**src/rtl/nibble_seq_pkg.sv**
```systemverilog
// Shared definitions for the nibble-serial sequencer and the external 4-bit ALU stage.
// Latency: n/a (types and constants only).
// Backpressure: n/a.
package nibble_seq_pkg;

    typedef enum logic [1:0] {
        IDLE = 2'd0,
        RUN  = 2'd1,
        DONE = 2'd2
    } state_t;

    localparam int NIBBLE_W = 4;

    // Operation codes understood by the ALU stage; the sequencer only forwards them.
    localparam logic [1:0] ALU_SEL_AND = 2'b00;
    localparam logic [1:0] ALU_SEL_OR  = 2'b01;
    localparam logic [1:0] ALU_SEL_ADD = 2'b10;
    localparam logic [1:0] ALU_SEL_XOR = 2'b11;

endpackage

```
**src/rtl/nibble_serial_alu_seq.sv**
```systemverilog
// Streams WIDTH-bit operands one nibble per cycle through an external 4-bit ALU, chaining carry.
// Latency: NIBBLES+1 cycles from accepted start to the done pulse (5 for WIDTH=16).
// Backpressure: start is ignored while busy; no queueing, result is held until the next completion.
module nibble_serial_alu_seq
    import nibble_seq_pkg::*;
#(
    parameter int WIDTH = 16
) (
    input  logic             clk,
    input  logic             rst,
    input  logic             start,
    input  logic [WIDTH-1:0] op_a,
    input  logic [WIDTH-1:0] op_b,
    input  logic [1:0]       op_sel,
    input  logic             op_cin,
    output logic             busy,
    output logic             done,
    output logic [WIDTH-1:0] result,
    output logic             cout,
    output logic [3:0]       alu_a,
    output logic [3:0]       alu_b,
    output logic [1:0]       alu_sel,
    output logic             alu_cin,
    input  logic [3:0]       alu_result,
    input  logic             alu_cout
);

    localparam int NIBBLES = WIDTH / NIBBLE_W;
    localparam int IDX_W   = (NIBBLES > 1) ? $clog2(NIBBLES) : 1;
    localparam logic [IDX_W-1:0] LAST_IDX = IDX_W'(NIBBLES - 1);

    state_t           state;
    logic [IDX_W-1:0] idx;
    logic             carry_reg;
    logic [WIDTH-1:0] a_reg;
    logic [WIDTH-1:0] b_reg;
    logic [1:0]       sel_reg;
    logic [WIDTH-1:0] shadow;
    logic [WIDTH-1:0] merged;

    // Shadow with the current ALU nibble dropped into place; on the last nibble this is the full result.
    always_comb begin
        merged = shadow;
        merged[NIBBLE_W*idx +: NIBBLE_W] = alu_result;
    end

    // ALU drive: current operand nibbles and chained carry during RUN, quiet otherwise.
    assign busy    = (state == RUN);
    assign done    = (state == DONE);
    assign alu_a   = busy ? a_reg[NIBBLE_W*idx +: NIBBLE_W] : 4'd0;
    assign alu_b   = busy ? b_reg[NIBBLE_W*idx +: NIBBLE_W] : 4'd0;
    assign alu_cin = busy & carry_reg;
    assign alu_sel = sel_reg;

    // Sequencer FSM: accept in IDLE/DONE, walk nibbles in RUN, commit result atomically on the last one.
    always_ff @(posedge clk) begin
        if (rst) begin
            state     <= IDLE;
            idx       <= '0;
            carry_reg <= 1'b0;
            a_reg     <= '0;
            b_reg     <= '0;
            sel_reg   <= 2'b00;
            shadow    <= '0;
            result    <= '0;
            cout      <= 1'b0;
        end else begin
            case (state)
                IDLE, DONE: begin
                    if (start) begin
                        a_reg     <= op_a;
                        b_reg     <= op_b;
                        sel_reg   <= op_sel;
                        carry_reg <= op_cin;
                        idx       <= '0;
                        state     <= RUN;
                    end else begin
                        state <= IDLE;
                    end
                end
                RUN: begin
                    shadow    <= merged;
                    carry_reg <= alu_cout;
                    if (idx == LAST_IDX) begin
                        result <= merged;
                        cout   <= alu_cout;
                        idx    <= '0;
                        state  <= DONE;
                    end else begin
                        idx <= idx + 1'b1;
                    end
                end
                default: state <= IDLE;
            endcase
        end
    end

endmodule

```
**config.mk**
```make
export PLATFORM = sky130hd
export DESIGN_NAME = nibble_serial_alu_seq
export DESIGN_NICKNAME = d
export VERILOG_FILES = /design/src/rtl/nibble_seq_pkg.sv /design/src/rtl/nibble_serial_alu_seq.sv
export SDC_FILE = /design/constraint.sdc
export NUM_CORES = 1
export LEC_CHECK = 0
export ABC_AREA = 1
export CAP_MARGIN = 10
export CORE_ASPECT_RATIO = 0.9
export CORE_UTILIZATION = 35
export DETAILED_ROUTE_END_ITERATION = 8
export HOLD_SLACK_MARGIN = 0.12
export PLACE_DENSITY = 0.63
export SLEW_MARGIN = 5
export SYNTH_ARGS = -nofsm -noshare
export SYNTH_HDL_FRONTEND = slang
export SYNTH_SLANG_ARGS = --single-unit
```
**constraint.sdc**
```tcl
create_clock -name clk -period 2 [get_ports clk]
set_input_delay 0.6 -clock clk [delete_from_list [all_inputs] [get_ports clk]]
set_output_delay 0.6 -clock clk [all_outputs]
set_load 0.05 [all_outputs]
```
* Word-level counts from Yosys, hierarchy flattened *
Index checks and enable logic that the tools add are counted.

operators by class
  add/subtract/negate cells = 2
  equality and inequality tests = 5
  shifts and indexed selects = 4
  multiplexer cells = 11
  bitwise operators = 1
  reduce and logical (&&, ||, !) cells = 6

operators with widths
  kind                     count
  $neg 4->34               1
  $shift 4x34->16 const A  1
  $shiftx 4x34->16         1
  $shiftx 16x5->4          2
  $bwmux 16                1
  $mux 4                   2
  $pmux 2 s2               2
  $mux 2                   3
  $reduce_and 2->1         3
  $eq 2x2->1 const B       2
  $add 2x1->2 const B      1
  $eq 2x1->1 const B       1
  $logic_not 2->1          1
  $mux 1                   2
  $ne 2x1->1 const B       1
  $ne 2x2->1 const B       1
  $pmux 1 s2               1
  $reduce_bool 2->1        1
  $reduce_or 2->1          1
  $and 1x1->1              1

storage, ports and cells
  register bits = 72
  output and inout port bits = 30

* Depth between registers and ports, before layout *
Gate-level depths: netlist of run 1.

  depth after elaboration = 4
  mapped depth = 10
  gate-level depth less buffers = 9

* Worst setup path before layout of run 1 *
No wires, ideal clock.

  kind = flip-flop to output port
  start = register idx[1]
  end = output alu_a[0]
  arrival time = 1.748 ns
  slack = -0.348 ns
  cell stages (with the launch flop) = 6
  path buffers = 1
  path through = dfxtp_1 -> buf_2 -> clkinv_1 -> nor2_1 -> o21ai_0 -> a21oi_1

between the ends
  longest elaborated chain between the ends = 2

ends and longest elaborated chain
  element                 line                         source
  from (decl)             nibble_serial_alu_seq.sv:33  logic [IDX_W-1:0] idx;
  from (signal assigned)  nibble_serial_alu_seq.sv:90  idx <= idx + 1'b1;
  $shiftx 16x5->4         nibble_serial_alu_seq.sv:50  assign alu_a = busy ? a_reg[NIBBLE_W*idx +: NIBBLE_W] : 4'd0;
  $mux 4                  nibble_serial_alu_seq.sv:50
  to (decl)               nibble_serial_alu_seq.sv:20  output logic [3:0] alu_a,

No other way between the ends.

* Worst setup path after layout of run 1 *
  start = register idx[0]
  end = output alu_b[3]

between the ends
  longest elaborated chain between the ends = 2

ends and longest elaborated chain
  element          line                         source
  $shiftx 16x5->4  nibble_serial_alu_seq.sv:51  assign alu_b = busy ? b_reg[NIBBLE_W*idx +: NIBBLE_W] : 4'd0;
  $mux 4           nibble_serial_alu_seq.sv:51
  to (decl)        nibble_serial_alu_seq.sv:21  output logic [3:0] alu_b,

No other way between the ends.

==> key figures, run 1 <==
Clock tree
  • Clk slew on worst S/H paths: 0.08 ns
  • TritonCTS clock tree: done
  • Inserted Clock Buffers: 9
  • Clk Tree Root Cell: sky130_fd_sc_hd__clkbuf_8
  • Insertion delay of the later-clocked pin in the worst-skew pair: between 0.3 and 0.4 ns
  • Number of buffers between clock root and the deepest sink: 2
  • Maximum level of the CTS H-tree: 3
  • Sinks on the clock net: between 70 and 80
  • Number of hold buffers added after CTS: 0

Worst setup path
  • Cell with the largest stage delay on the worst path: sky130_fd_sc_hd__dfxtp_4
  • CP required: 1.40 ns
  • Peak per-stage delay on the critical path: 0.40 ns
  • Worst Path Arrival: ~1.5 ns
  • Worst Path Buf+Inv: 2
  • Worst Setup Start Kind: register
  • Largest fanout of any net on the critical path: 6
  • Setup Crit Path Kind: register to output port
  • Category of cells accounting for the largest share of critical-path delay: flip-flops
  • Category of the worst setup path capture point: output port
  • Ordered list of cells on the worst path: buf_6 -> nor2_2 -> nor2_2 -> o21ai_4 -> a21oi_4 -> buf_6

Final layout
  • Commonest non-fill, non-tap cell in the layout: sky130_fd_sc_hd__nor2_1
  • Fin nets: 638
  • Area added between synthesis and finish: 40.9%
  • Highest-count cells in the layout ignoring fill and taps: 131 x sky130_fd_sc_hd__nor2_1, 73 x sky130_fd_sc_hd__nand2_1, 71 x sky130_fd_sc_hd__dfxtp_1, 61 x sky130_fd_sc_hd__inv_1, 42 x sky130_fd_sc_hd__clkdlybuf4s50_1
  • Post-route cell area: approximately 4800 µm²
  • Number of antenna repair diodes: 0
  • Post-Route Utilization: 51.4%
  • Filler cell count in the final layout: about 940
  • Proportion of layout cells with a drive suffix above 1: 17.7%
  • Cell Count, Final, Fillers Out: 715

Floorplan
  • Die Area: 10000 µm²
  • # rows: 33
  • Die H: 95.2 µm
  • Placeable core area: 9250 µm²
  • X dimension of the die: about 110 µm
  • Starting density of the core: roughly 36%
  • Count of boundary I/O pins: 73

Pwr
  • Worst IR Drop VDD: 0.000343 V
  • Power Total: 3.59 mW
  • Leak: 2.12 nW
  • Power density over the cells: approximately 750 nW/µm²

Yosys
  • Synthesized area: between 3000 and 4000 µm²
  • Number of enable flip-flop cells after synthesis: 0
  • Number of flip-flops and latches in the synthesized netlist: 72
  • Yosys cell types: 22
  • Cells after synthesis: about 510
  • Total nets after synthesis: around 560
  • Dominant synthesized flop cell: sky130_fd_sc_hd__dfxtp_1
  • Count of yosys warnings during synthesis: 0
  • Average instance area after synthesis: 6.59 µm²
  • Async set or reset register ratio after synthesis: 0%
  • Proportion of synthesized chip area in sequential cells: between 40% and 50%

Detailed routing
  • ANT nets after route: 0
  • Per-cell routed wire length: ~12 µm
  • First DRT Iteration DRCs: 169
  • Via count: 3323
  • Count of TritonRoute iterations in the first routing pass: 4
  • Detailed-route DRC error count: 0
  • Via density: 4.65
  • Overall routed net length: just under 9000 µm

Outcome
  • Failing checks: setup timing
  • Run status: finished, violations left

Global routing
  • Global-route wire length before repair: 14600 µm
  • Vias in the first global route: 3108
  • Largest net degree at the start of global routing: 38
  • Global route overflow: 0
  • Antenna violations before repair: 0
  • Overall track demand over capacity in global routing: between 10% and 20%

Timing
  • Clock skew: 0.00916 ns
  • FMAX: ~0.48 GHz
  • Final min period: about 2.1 ns
  • Total setup violations reported at the end of the flow: 8
  • Count of final hold-check violations: 0
  • Setup TNS Final: -0.558 ns
  • Final critical-path share of the clock period: 105%
  • Relative slew margins: 78.0%
  • Max-slew violation count: 0
  • Worst path setup slack after routing: -0.0938 ns
  • Transition time at the pin with the least slew margin: between 0.3 and 0.4 ns
  • Unrepaired setup endpoints after global routing: yes

Flow run
  • Number of maximum-capacitance violations: 0

Placed design
  • Weighted congestion reported at the end of routability-driven placement: 0.824
  • Count of placed standard cells including taps: 694
  • Placement Cell Area: roughly 4300 µm²
  • Count of input and output buffers: 72
  • Detailed placement HPWL: 6230 µm

Worst hold path
  • Worst min path class: register to register
what timing repair did:
item / in CTS / in global routing
pin swaps: 4 / 4
buffers inserted: 3 / 2
gates cloned: 2 / 0
resized for setup: 48 / 20
setup endpoints to repair: 8 / 13
final timing paths:
check	from	endpoint	slack (ns)	cells past startpoint
worst max-delay path	idx[0]$_SDFFE_PP0P_	alu_b[3]	-0.09	6
worst min-delay path	cout$_SDFFE_PP0P_	cout$_SDFFE_PP0P_	0.47	2
worst max register to register	idx[0]$_SDFFE_PP0P_	result[8]$_SDFFE_PP0P_	0.13	10
worst min register to register	cout$_SDFFE_PP0P_	cout$_SDFFE_PP0P_	0.47	2
worst register-to-register path: stages (launching register included):
cell                         delay, ns
sky130_fd_sc_hd__dfxtp_4          0.40
sky130_fd_sc_hd__clkinvlp_4       0.18
sky130_fd_sc_hd__buf_6            0.17
sky130_fd_sc_hd__buf_4            0.16
sky130_fd_sc_hd__ha_2             0.37
sky130_fd_sc_hd__inv_1            0.07
sky130_fd_sc_hd__nor2_2           0.14
sky130_fd_sc_hd__nand3_1          0.13
sky130_fd_sc_hd__nand3_1          0.10
sky130_fd_sc_hd__nand2_1          0.05
sky130_fd_sc_hd__inv_1            0.04
layer usage:
metal,vias to the layer above,GRT usage [%],wire [µm]
met5,-,0,0
met4,0,7.75,184
met3,16,3.42,333
met2,60,30.2,4000
met1,1507,24.6,4200
li1,1740,-,-
metrics by stage:
step | hold slack (ns) | worst slack [ns]
3_5_place_dp | 0.465 | 0.0587
5_1_grt | 0.490 | -0.156
2_1_floorplan | 0.449 | 0.0187
6_report | 0.473 | -0.0938
4_1_cts | 0.477 | -0.131
3_3_place_gp | 0.462 | 0.0909
power by group:
| group | internal [mW] | switching, mW |
|---|---|---|
| clock | 0.698 | 0.543 |
| sequential | 1.53 | 0.0656 |
| combinational | 0.320 | 0.431 |
| total | 2.55 | 1.04 |
layout make-up:
| cell class | instances | area (µm²) | area share [%] |
|---|---|---|---|
| Clock inverter | 5 | 82.6 | 1.74 |
| Timing Repair Buffer | 90 | 935 | 19.7 |
| Clock buffer | 10 | 128 | 2.68 |
| Multi-Input combinational cell | 347 | 1740 | 36.6 |
| Inverter | 68 | 264 | 5.55 |
| Sequential cell | 72 | 1450 | 30.4 |
| Timing Repair inverter | 1 | 7.51 | 0.158 |
| Tap cell | 122 | 153 | 3.21 |
Yosys cell counts (4+ instances only):
library cell	count	share of area, %
sky130_fd_sc_hd__a21oi_1	27	4.0
sky130_fd_sc_hd__buf_2	7	1.0
sky130_fd_sc_hd__buf_4	5	1.1
sky130_fd_sc_hd__clkbuf_1	7	0.78
sky130_fd_sc_hd__dfxtp_1	72	43
sky130_fd_sc_hd__ha_1	6	2.2
sky130_fd_sc_hd__inv_1	63	7.0
sky130_fd_sc_hd__nand2_1	73	8.1
sky130_fd_sc_hd__nand3_1	38	5.6
sky130_fd_sc_hd__nand4_1	4	0.74
sky130_fd_sc_hd__nor2_1	145	16
sky130_fd_sc_hd__o21ai_0	50	7.4
cells by family (layout without fill, tap and decap cells):
logic type	Yosys count	in the layout	share of synthesized area, %
buf+inv	93	174	11.8
flops	72	72	42.7
fa+ha+maj	6	6	2.22
compound gates	77	77	11.4
simple gates	264	264	31.9
Power figures use the tool's default switching activity.
==> run 2: changes to the inputs <==
HOLD_SLACK_MARGIN = 0.1   (was 0.12)
==> results of run 2 <==
No change in the layout: final DEF, timing and power equal those of run 1.
==> RTL change: new RTL, settings of run 1 <==
Register the outputs `done`, `alu_a`, `alu_b` and `alu_cin`; this adds one clock of latency there. The other outputs are not delayed to match. Comments in the files are not updated.
--- a/src/rtl/nibble_serial_alu_seq.sv
+++ b/src/rtl/nibble_serial_alu_seq.sv
@@ -48,6 +48,8 @@
     assign busy    = (state == RUN);
-    assign done    = (state == DONE);
-    assign alu_a   = busy ? a_reg[NIBBLE_W*idx +: NIBBLE_W] : 4'd0;
-    assign alu_b   = busy ? b_reg[NIBBLE_W*idx +: NIBBLE_W] : 4'd0;
-    assign alu_cin = busy & carry_reg;
+    always_ff @(posedge clk) begin
+        done    <= (state == DONE);
+        alu_a   <= busy ? a_reg[NIBBLE_W*idx +: NIBBLE_W] : 4'd0;
+        alu_b   <= busy ? b_reg[NIBBLE_W*idx +: NIBBLE_W] : 4'd0;
+        alu_cin <= busy & carry_reg;
+    end
     assign alu_sel = sel_reg;
Behaviour: not the same (Yosys sat finds a counterexample within 4 cycles, from zero or initial values and one cycle with rst high).
==> RTL change against run 1 <==
- critical path depth shrank 3
- fmax grew 16%
- combinational power shrank 16%
- total power grew 11%
- final area shrank 1.9%
- synthesized area grew 5.9%
- worst hold slack lost 30 ps
- via count shrank 1.2%
- worst setup slack gained 290 ps
- routed wire length shrank 5.0%
- first-iteration DRC count shrank 31%
- final cell count shrank 0.28%
- largest power group unchanged
- sequential cell count grew 10
- sequential share of layout area grew 4.8 points
==> RTL change: results <==
run_status:
  status: "complete, no violations"
global_route:
  gr-usage-met1_pct: 21.55
  grt.met2_usage_pct: 26.68
  grt_pass1_vias: 3042
synthesis:
  netlist_top_cells_area: "dfxtp_1 (46%), nor2_1 (11%), nand2_1 (8.7%), inv_1 (7.7%), nand3_1 (5.3%)"
  yosysUniqueCellTypes: 23
pwr:
  ir_drop_uv: 448.0
  leakage_nw: 2.149
clock_network:
  cts-root-buf: "clkbuf_16"
  clkTransAtPathRegs_ps: 60
  cts_resized: 0
worst_setup_path:
  ff2ff_setup_slack_ps: 430
  crit_slowest_cell: "dfxtp_1"
  critical_path_arrival_ps: 1200
place:
  place_congestion: 0.8445
  place_hpwl_um: 5778
  dpl-instance-area_mm2: 0.004379
worst_hold_path:
  hold_path_startpoint: "carry_reg$_SDFFE_PP0P_"
  hold-path-endpoint: "alu_cin$_DFF_P_"
route:
  drt_iter0_drc: 117
  wl_met3_um: 288
  drt-met1-wl_um: 3957
  routed_wl_um: 8284
  viasPerCell: 4.603
finish:
  regArea_mm2: 0.001642
  buffers: 84
  clk_share_pct: 6.141
  multiInputCombCellCount: 327
  final_nets: 631
  inv_count: 78
  multi_input_area_share_pct: 32.13
  fillers: 975
timing:
  slew_headroom_pct: 81.22
-- RTL change: cell types whose count changed after synthesis, moves of 4 or more --
cell and delta:
a21oi_1 +10, inv_1 +10, o21ai_0 -14, nor2_1 -40
o211ai_1 +10, nand2_1 +10, dfxtp_1 +10, o21ai_1 +4
-- RTL change: kinds of logic after synthesis --
| family | share of synthesized area, % |
|---|---|
| DFF | 45.94 |
| buffers and inverters | 12.11 |
| AOI/OAI and AO/OA | 12.89 |
| and+or+nand+nor | 26.96 |
| adders and majority gates | 2.101 |
-- RTL change: worst max path at each step --
stage / depth (start not counted) / slack, ps / endpoint / start
after floorplan: 11 / 340 / shadow[12]$_SDFFE_PP0P_ / idx[0]$_SDFFE_PP0P_
after global placement: 5 / 170 / b_reg[15]$_SDFFE_PP0P_ / start
after detailed placement: 5 / 120 / b_reg[11]$_SDFFE_PP0P_ / start
after CTS: 3 / 180 / busy / state[0]$_SDFFE_PP0P_
after global routing: 3 / 110 / busy / state[0]$_SDFFE_PP0P_
final: 3 / 200 / busy / state[0]$_SDFFE_PP0P_
-- RTL change: power by group --
part	total (mW)	internal, mW	leakage, nW	switching (mW)
clock	1.57	0.864	0.140	0.706
combinational	0.628	0.258	1.34	0.370
sequential	1.79	1.74	0.673	0.0466
-- RTL change: metrics by stage --
step	util [%]	power, mW	std cells	hold WS, ps	setup WS (ps)
floorplan	-	2.230	512	416.0	339.5
global placement	44.76	2.436	697	432.1	169.5
detailed placement	44.76	2.454	697	436.3	124.5
CTS	47.69	4.023	713	445.6	183.7
global route	47.69	4.182	713	458.9	113.8
finish	47.69	3.985	713	443.3	199.3
-- RTL change: critical path: cells and delay by family (launching register included) --
kind,cells,cell delay [ps]
simple gates,1,240
buf+inv,2,260
flops,1,360
